==> src/rtl/cic_comb_decim.sv <==
// cic_comb_decim: decimating comb section of a CIC decimator.
// Takes every R-th valid integrator sample, then runs N comb stages
// (y = x - x delayed by M decimated samples) with wrapping DATA_W math.
// It emits a one-cycle out_dv with the top OUT_W bits of the result.
// Build option: define CIC_COMB_ROUND_EN to round half up instead of
// truncating when OUT_W < DATA_W. Latency does not depend on the option.
module cic_comb_decim #(
  parameter int unsigned DATA_W = 14,
  parameter int unsigned OUT_W  = 10,
  parameter int unsigned R      = 4,
  parameter int unsigned N      = 3,
  parameter int unsigned M      = 1
) (
  input  logic              clk,
  input  logic              reset,
  input  logic              in_dv,
  input  logic [DATA_W-1:0] data_in,
  output logic              out_dv,
  output logic [OUT_W-1:0]  data_out
);

  localparam int unsigned       PH_W    = $clog2(R);
  localparam logic [PH_W-1:0]   PH_LAST = PH_W'(R - 1);
  localparam int unsigned       SH      = DATA_W - OUT_W;

  // x[0] is the captured sample. x[k] (k >= 1) is the registered result of
  // comb stage k. The last comb stage N is not held in its own register.
  // Its difference goes straight into the output register, so the output
  // appears N+1 clocks after capture. dly[k] is the delay line of stage k+1.
  logic [PH_W-1:0]   ph;
  logic              capture;
  logic [DATA_W-1:0] x   [N];
  logic              v   [N];
  logic [DATA_W-1:0] dly [N][M];
  logic [DATA_W-1:0] comb_n;
  logic [OUT_W-1:0]  f_out;

  assign capture = in_dv && (ph == PH_LAST);

  // Combinational difference of the final comb stage.
  always_comb begin
    comb_n = x[N-1] - dly[N-1][M-1];
  end

`ifdef CIC_COMB_ROUND_EN
  generate
    if (SH == 0) begin : g_full
      assign f_out = comb_n;
    end else begin : g_round
      logic [DATA_W-1:0] rnd_sum;
      // Add half an output LSB with wrap, then keep the top OUT_W bits.
      // Keeping the top bits is the same as an arithmetic shift right by SH.
      assign rnd_sum = comb_n + (DATA_W'(1) << (SH - 1));
      assign f_out   = rnd_sum[DATA_W-1 -: OUT_W];
    end
  endgenerate
`else
  assign f_out = comb_n[DATA_W-1 -: OUT_W];
`endif

  // Decimation phase counter. It advances only on valid input samples.
  always_ff @(posedge clk) begin
    if (reset) begin
      ph <= '0;
    end else if (in_dv) begin
      ph <= (ph == PH_LAST) ? '0 : ph + 1'b1;
    end
  end

  // Capture register, comb pipeline, delay lines and output register.
  always_ff @(posedge clk) begin
    if (reset) begin
      for (int unsigned k = 0; k < N; k++) begin
        x[k] <= '0;
        v[k] <= 1'b0;
        for (int unsigned j = 0; j < M; j++) begin
          dly[k][j] <= '0;
        end
      end
      out_dv   <= 1'b0;
      data_out <= '0;
    end else begin
      v[0] <= capture;
      if (capture) begin
        x[0] <= data_in;
      end

      for (int unsigned k = 0; k < N; k++) begin
        if (v[k]) begin
          dly[k][0] <= x[k];
          for (int unsigned j = 1; j < M; j++) begin
            dly[k][j] <= dly[k][j-1];
          end
        end
      end

      for (int unsigned k = 1; k < N; k++) begin
        v[k] <= v[k-1];
        if (v[k-1]) begin
          x[k] <= x[k-1] - dly[k-1][M-1];
        end
      end

      out_dv <= v[N-1];
      if (v[N-1]) begin
        data_out <= f_out;
      end
    end
  end

endmodule

==> config.mk <==
export PLATFORM = sky130hd
export DESIGN_NAME = cic_comb_decim
export DESIGN_NICKNAME = d
export VERILOG_FILES = /design/src/rtl/cic_comb_decim.sv
export SDC_FILE = /design/constraint.sdc
export NUM_CORES = 1
export LEC_CHECK = 0
export ABC_AREA = 1
export BUFFER_PORTS_ARGS = -buffer_cell sky130_fd_sc_hd__buf_2
export CORE_ASPECT_RATIO = 0.8
export CORE_MARGIN = 4
export CORE_UTILIZATION = 50
export DETAILED_ROUTE_END_ITERATION = 16
export GPL_ROUTABILITY_DRIVEN = 0
export GPL_TIMING_DRIVEN = 0
export PLACE_DENSITY = 0.67
export SLEW_MARGIN = 20
export SYNTH_ARGS = -nofsm -noshare
export SYNTH_HDL_FRONTEND = slang
export SYNTH_SLANG_ARGS = --single-unit
==> constraint.sdc <==
create_clock -name clk -period 5.4 [get_ports clk]
set_clock_uncertainty 0.15 [all_clocks]
set_input_delay 0.81 -clock clk [delete_from_list [all_inputs] [get_ports clk]]
set_output_delay 0.81 -clock clk [all_outputs]
set_load 0.05 [all_outputs]
==> results of run 1 <==
==> synthesized netlist by cell type (all sizes together) <==
| cell | n |
|---|---|
| o211ai | 1 |
| nor2 | 131 |
| xor2 | 4 |
| o21a | 3 |
| dfxtp | 16 |
| o21bai | 4 |
| a31oi | 2 |
| nor3 | 5 |
| a21boi | 1 |
| nand3 | 34 |
| inv | 164 |
| edfxtp | 84 |
| a21oi | 44 |
| buf | 11 |
| a21o | 1 |
| xnor2 | 2 |
| o21ai | 23 |
| nand2 | 144 |
| fa | 2 |
| nand4 | 5 |
| ha | 39 |
==> worst register-to-register path, cell delays in order, from the launching register on <==
cell and delay (ps):
edfxtp_1 360, inv_1 90, ha_1 150, inv_1 60, fa_1 400, nand3_1 100, nand2_1 140, nand3_1 110
nand2_1 90, nand2_1 90, nand2_1 70, nor2_1 100, nor2_1 50
==> flip-flops by register name (all words and copies together) (netlist names) <==
| register | flops |
|---|---|
| data_out | 10 |
| dly | 42 |
| out_dv | 1 |
| ph | 2 |
| v | 3 |
| x | 42 |
==> worst max-delay path by stage <==
stage                                start                       end  slack, ps  cells past startpoint
floorplan                            reset   dly[0][0]$_SDFFCE_PP0P_       3220                      3
global placement                     reset  dly[0][11]$_SDFFCE_PP0P_       2660                      4
detailed placement                   reset    x[0][12]$_SDFFCE_PP0P_       3040                      4
CTS                 x[0][14]$_SDFFCE_PP0P_    x[0][38]$_SDFFCE_PP0P_       3210                     12
global route         x[0][0]$_SDFFCE_PP0P_    x[0][24]$_SDFFCE_PP0P_       3060                     11
finish              x[0][14]$_SDFFCE_PP0P_    x[0][38]$_SDFFCE_PP0P_       3200                     12
==> metal layers <==
metal / GRT usage (%) / share of wire, % / routed length (um) / vias to the layer above
li1: - / - / - / 2336
met1: 23.6 / 48 / 5410 / 1954
met2: 28.5 / 45 / 5100 / 68
met3: 3.93 / 4.6 / 515 / 16
met4: 5.25 / 1.8 / 200 / 0
met5: 0 / 0 / 0 / -
==> where the power goes <==
group          total (W)  leakage [nW]  switching, W  internal (W)
clock           0.000638         0.139      0.000305      0.000333
combinational   0.000224          2.04      0.000149     0.0000758
sequential      0.000879         0.998     0.0000145      0.000864
total            0.00174          3.18      0.000468       0.00127
==> layout by cell type, fill, tap and decap left out, drive strengths merged, types with 11 or more instances in the layout <==
cell and instances:
o21ai 23, nand2 144, inv 167, a21oi 44, dfxtp 16, nand3 34
nor2 131, ha 39, clkbuf 11, buf 38, edfxtp 84
==> per-stage QoR <==
| stage | hold WS [ps] | setup slack (ps) |
|---|---|---|
| after global placement | 311 | 2660 |
| after floorplan | 300 | 3220 |
| final | 341 | 3200 |
| after detailed placement | 318 | 3040 |
| after CTS | 339 | 3210 |
| after global routing | 369 | 3060 |
==> kinds of logic (layout without fill, tap and decap cells) <==
family / after synthesis / after routing / synth area share [%]
AND/OR/NAND/NOR: 319 / 319 / 22.0
buffers and inverters: 175 / 218 / 12.1
flip-flops: 100 / 100 / 48.6
AO/OA/AOI/OAI: 79 / 79 / 7.30
XOR/XNOR: 6 / 6 / 0.899
adder cells (fa/ha/maj): 41 / 41 / 9.03
==> layout make-up <==
cell class / count / area (um^2)
multi-input combinational: 445 / 2290
clock inverter: 5 / 45.0
timing repair buffer: 27 / 135
clock buffer: 11 / 243
buffer: 11 / 93.8
fill: 1083 / 5020
tap: 148 / 185
inverter: 164 / 616
sequential: 100 / 2840
==> flow_summary.json, run 1 <==
{
  "nets": 816,
  "slew_violations": 0,
  "leakage_nw": 3.18,
  "cp_cell_sequence": "inv_1, ha_1, inv_1, fa_1, nand3_1, nand2_1, nand3_1, nand2_1, nand2_1, nand2_1, nor2_1, nor2_1",
  "r2r_end": "x[0][38]$_SDFFCE_PP0P_",
  "hold_class": "reg2reg",
  "power.density_nw_per_um2": 270,
  "grt_use_total_pct": 17.6,
  "final_area_um2": 6450,
  "p_total_w": 0.00174,
  "relSlewSlack_pct": 56.3,
  "ys_types": 30,
  "drcViolationCount": 0,
  "drtAntennaViolNets": 0,
  "port_buffers": 27,
  "globalRouteOverflowTotal": 0,
  "crit_arrival_ps": 2160,
  "hold_violations": 0,
  "firstDrtPassIters": 6,
  "worst_pin_slew_ps": 654,
  "num_rows": 35,
  "cts-root-buf": "clkbuf_16",
  "path_max_fanout": 5,
  "yosys_warnings": 0,
  "placedInstanceArea_um2": 6170,
  "r2r_cells": 12,
  "cp.required_ps": 5360,
  "synth_area_leaders": "edfxtp_1 43%, inv_1 10%, nand2_1 9.2%, ha_1 8.3%, nor2_1 8.2%",
  "layout-drive-gt1-share_pct": 7.99,
  "die_h_um": 105,
  "fin_util_pct": 56.3,
  "routed_wl_mm": 11.2,
  "ys_seq_area_share_pct": 48.6,
  "min-delay-start": "data_out[1]$_SDFFE_PP0P_",
  "synth_top_area_share_pct": 43.2,
  "vdd_ir_drop_max_mv": 0.220,
  "first_global_vias": 4218,
  "hpwl_mm": 8.70,
  "cts_setup_buffers": 0,
  "path_delay_family": "simple AND/OR/NAND/NOR gates",
  "avgSynthCellArea_um2": 8.12,
  "fin_crit_sh_pct": 40.7,
  "n_antenna_cell": 0,
  "synth_nets": 778,
  "worst_skew_pair.late_latency_ps": 360,
  "cap_violations": 0,
  "design.core.area_um2": 11500,
  "reg2reg_setup_slack_ps": 3200,
  "pin_count": 28,
  "worst-setup-path-type": "reg2reg",
  "cts_sinks": 100,
  "setup_tns_ps": 0,
  "drtIter0Drc": 181,
  "critPathBufInv": 2,
  "grt_antenna_before_repair": 0,
  "crit_path_max_incr_delay_ps": 400,
  "whs_path_depth": 2,
  "grt_pass1_wl_mm": 19.1,
  "endpoint_kind": "flip-flop",
  "finalNonFillerCells": 911,
  "numCtsBuffers": 9,
  "status": "finished clean",
  "die-area_um2": 13500,
  "reg2reg_from": "x[0][14]$_SDFFCE_PP0P_",
  "min_period_ps": 2200,
  "synth_area_um2": 5840,
  "dp.cells": 895,
  "startpoint_type": "flip-flop",
  "vias": 4374,
  "yosysTopAreaCell": "edfxtp_1",
  "area_delta_synth_final_pct": 10.4,
  "timing.fmax_mhz": 455,
  "grt_max_degree": 29,
  "cpMaxStageDelayCell": "fa_1",
  "wire_per_inst_um": 12.3,
  "die_x_um": 129,
  "cts_buffer_depth": 2,
  "crit_top_cell": "nand2_1",
  "postCtsHoldBufs": 0,
  "setup_viol": 0,
  "htree_levels": 3,
  "rsz0062_at_grt": "false",
  "drt-vias-per-instance": 4.80,
  "start_util_pct": 50.9,
  "tritoncts": "yes",
  "hold_path_end": "data_out[1]$_SDFFE_PP0P_",
  "cts_resized": 0,
  "clk_pin_slew_ps": 70,
  "ys_seq_elements": 100,
  "netlist_instances": 720
}
No activity file was read; power rests on OpenSTA's default activity.
==> run 2: changes to the inputs <==
- PLACE_DENSITY: 0.67 -> 0.7
- clock period: 5.4 -> 1.8 ns (I/O delays scaled with it)
==> run 2 against run 1 <==
The flow now finishes with violations (setup timing); register-to-register slack got worse by 3400 ps; critical endpoint unchanged; critical path type unchanged; sequential share of layout area fell by 7.3 points; first-iteration DRC count rose by 50%.
==> flow_summary.json, run 2 (same netlist as run 1, synthesis figures left out) <==
{
  "status": "finished with violations",
  "violations": "setup timing",
  "path_delay_family": "simple AND/OR/NAND/NOR gates",
  "htree_levels": 3,
  "die_h_um": 105,
  "endpoint_kind": "flip-flop",
  "first_global_vias": 4557,
  "final_common_cell": "inv_1",
  "hpwl_mm": 8.68,
  "clkPwrFrac_pct": 34.9,
  "drtIter0Drc": 272,
  "nFillCells": 851,
  "tritoncts": "yes",
  "cts_sinks": 100,
  "power.density_nw_per_um2": 750,
  "worst-setup-path-type": "reg2reg",
  "vdd_ir_drop_max_mv": 0.585,
  "switching_share_pct": 27.2,
  "p_int_w": 0.00422,
  "rsz0062_at_grt": "true",
  "mostFrequentLayoutCells": "145 x inv_1, 115 x nor2_1, 88 x nand2_1",
  "wire_per_inst_um": 15.0,
  "p_seq_share_pct": 45.8,
  "cts_buffer_depth": 2,
  "relSlewSlack_pct": 53.5,
  "hold_violations": 0,
  "routed_wl_mm": 14.1,
  "combPwrFrac_pct": 19.2,
  "grt_antenna_before_repair": 1,
  "postCtsHoldBufs": 0,
  "largestRegisters": "dly: 42 flops, x: 42 flops, data_out: 10 flops",
  "crit_path_max_incr_delay_ps": 390,
  "hold_class": "in2reg",
  "n_antenna_cell": 0,
  "nets": 845,
  "globalRouteOverflowTotal": 0,
  "startpoint_type": "flip-flop",
  "drtAntennaViolNets": 0,
  "timing.fmax_mhz": 496,
  "vias": 4834,
  "die_x_um": 129,
  "cpMaxStageDelayCell": "fa_2",
  "firstDrtPassIters": 7,
  "p_total_w": 0.00580,
  "port_buffers": 27,
  "area_delta_synth_final_pct": 32.3,
  "setup_ws_ps": -217,
  "numCtsBuffers": 9,
  "drcViolationCount": 0,
  "cts-root-buf": "clkbuf_16",
  "grt_max_degree": 29,
  "num_rows": 35,
  "worst_skew_pair.late_latency_ps": 350,
  "switchingPower_w": 0.00157,
  "crit_arrival_ps": 1960,
  "fin_crit_sh_pct": 112,
  "leakage_nw": 3.44,
  "slew_violations": 0,
  "setup_viol": 19,
  "grt_pass1_wl_mm": 21.0,
  "die-area_um2": 13500,
  "clk_pin_slew_ps": 70,
  "grt_use_total_pct": 19.4,
  "cp.required_ps": 1750,
  "layout-drive-gt1-share_pct": 33.8,
  "min_period_ps": 2020,
  "cap_violations": 0,
  "start_util_pct": 50.9,
  "critPathBufInv": 2,
  "pin_count": 28,
  "drt-vias-per-instance": 5.14,
  "cp_cell_sequence": "inv_2, ha_4, inv_2, fa_2, nand3_4, nand2_4, nand3_2, nand2_2, nand2_1, nand2_1, nor2_1, nor2_1",
  "worst_pin_slew_ps": 694,
  "path_max_fanout": 4,
  "fin_util_pct": 67.4,
  "design.core.area_um2": 11500
}
-- run 2: cell count changes in the layout (fill, tap and decap cells not counted), sizes merged --
cell      delta
clkinvlp     -1
clkinv       -1
clkbuf       +1
buf         +29
bufinv       +1
-- run 2: worst register-to-register path, delay by kind of cell, from the launching register on --
kind | cells | cell delay [ps]
adder cells (fa/ha/maj) | 2 | 510
buffers and inverters | 2 | 130
flip-flops | 1 | 380
AND/OR/NAND/NOR | 8 | 600
-- run 2: metrics by stage --
step                hold slack (ps)  std cells  area, um^2  setup slack (ps)  setup TNS, ps
finish                         36.3        940        7730              -217          -1850
CTS                            22.8        926        7100              -143           -666
detailed placement              321        895        6190              -234          -4630
global route                   34.7        940        7730              -262          -3360
floorplan                       195        720        5870             -54.0           -100
global placement                310        895        6190              -403         -13220
-- run 2: area by class of cell --
class                      count  area [um^2]  share of cell area (%)
clock inverter                 4         53.8                   0.696
multi-input combinational    445         3310                    42.9
tap                          148          185                    2.40
clock buffer                  12          256                    3.32
inverter                     164          618                    7.99
timing repair buffer          56          357                    4.61
buffer                        11          104                    1.34
sequential                   100         2840                    36.8
-- run 2: final timing paths --
path / from / to / slack (ps) / depth (start not counted)
max: x[0][14]$_SDFFCE_PP0P_ / x[0][38]$_SDFFCE_PP0P_ / -220 / 12
min: reset / v[0][0]$_SDFF_PP0_ / 40 / 2
max reg2reg: x[0][14]$_SDFFCE_PP0P_ / x[0][38]$_SDFFCE_PP0P_ / -220 / 12
min reg2reg: data_out[1]$_SDFFE_PP0P_ / data_out[1]$_SDFFE_PP0P_ / 340 / 2
-- run 2: routing by layer --
metal  part of all wire (%)  vias up  track usage, %
met4                    1.5        2            4.12
met2                     50      121            32.7
li1                       -     2394               -
met5                  0.085        -               0
met1                     43     2293            25.4
met3                    5.0       24            4.70
-- run 2: timing repair --
action                                  CTS  global route
cloned                                    0             0
pin swaps                                27            65
endpoints found under the setup margin   39            61
gates resized for setup                  80           142
buffers inserted                         15            14
-- run 2: power by group through the flow --
stage | Combinational, W | Clock [W] | Sequential, W
finish | 0.00112 | 0.00202 | 0.00266
global route | 0.00122 | 0.00214 | 0.00266
CTS | 0.000845 | 0.00204 | 0.00265
detailed placement | 0.000680 | 0 | 0.00269
global placement | 0.000664 | 0 | 0.00268
floorplan | 0.000520 | 0 | 0.00268
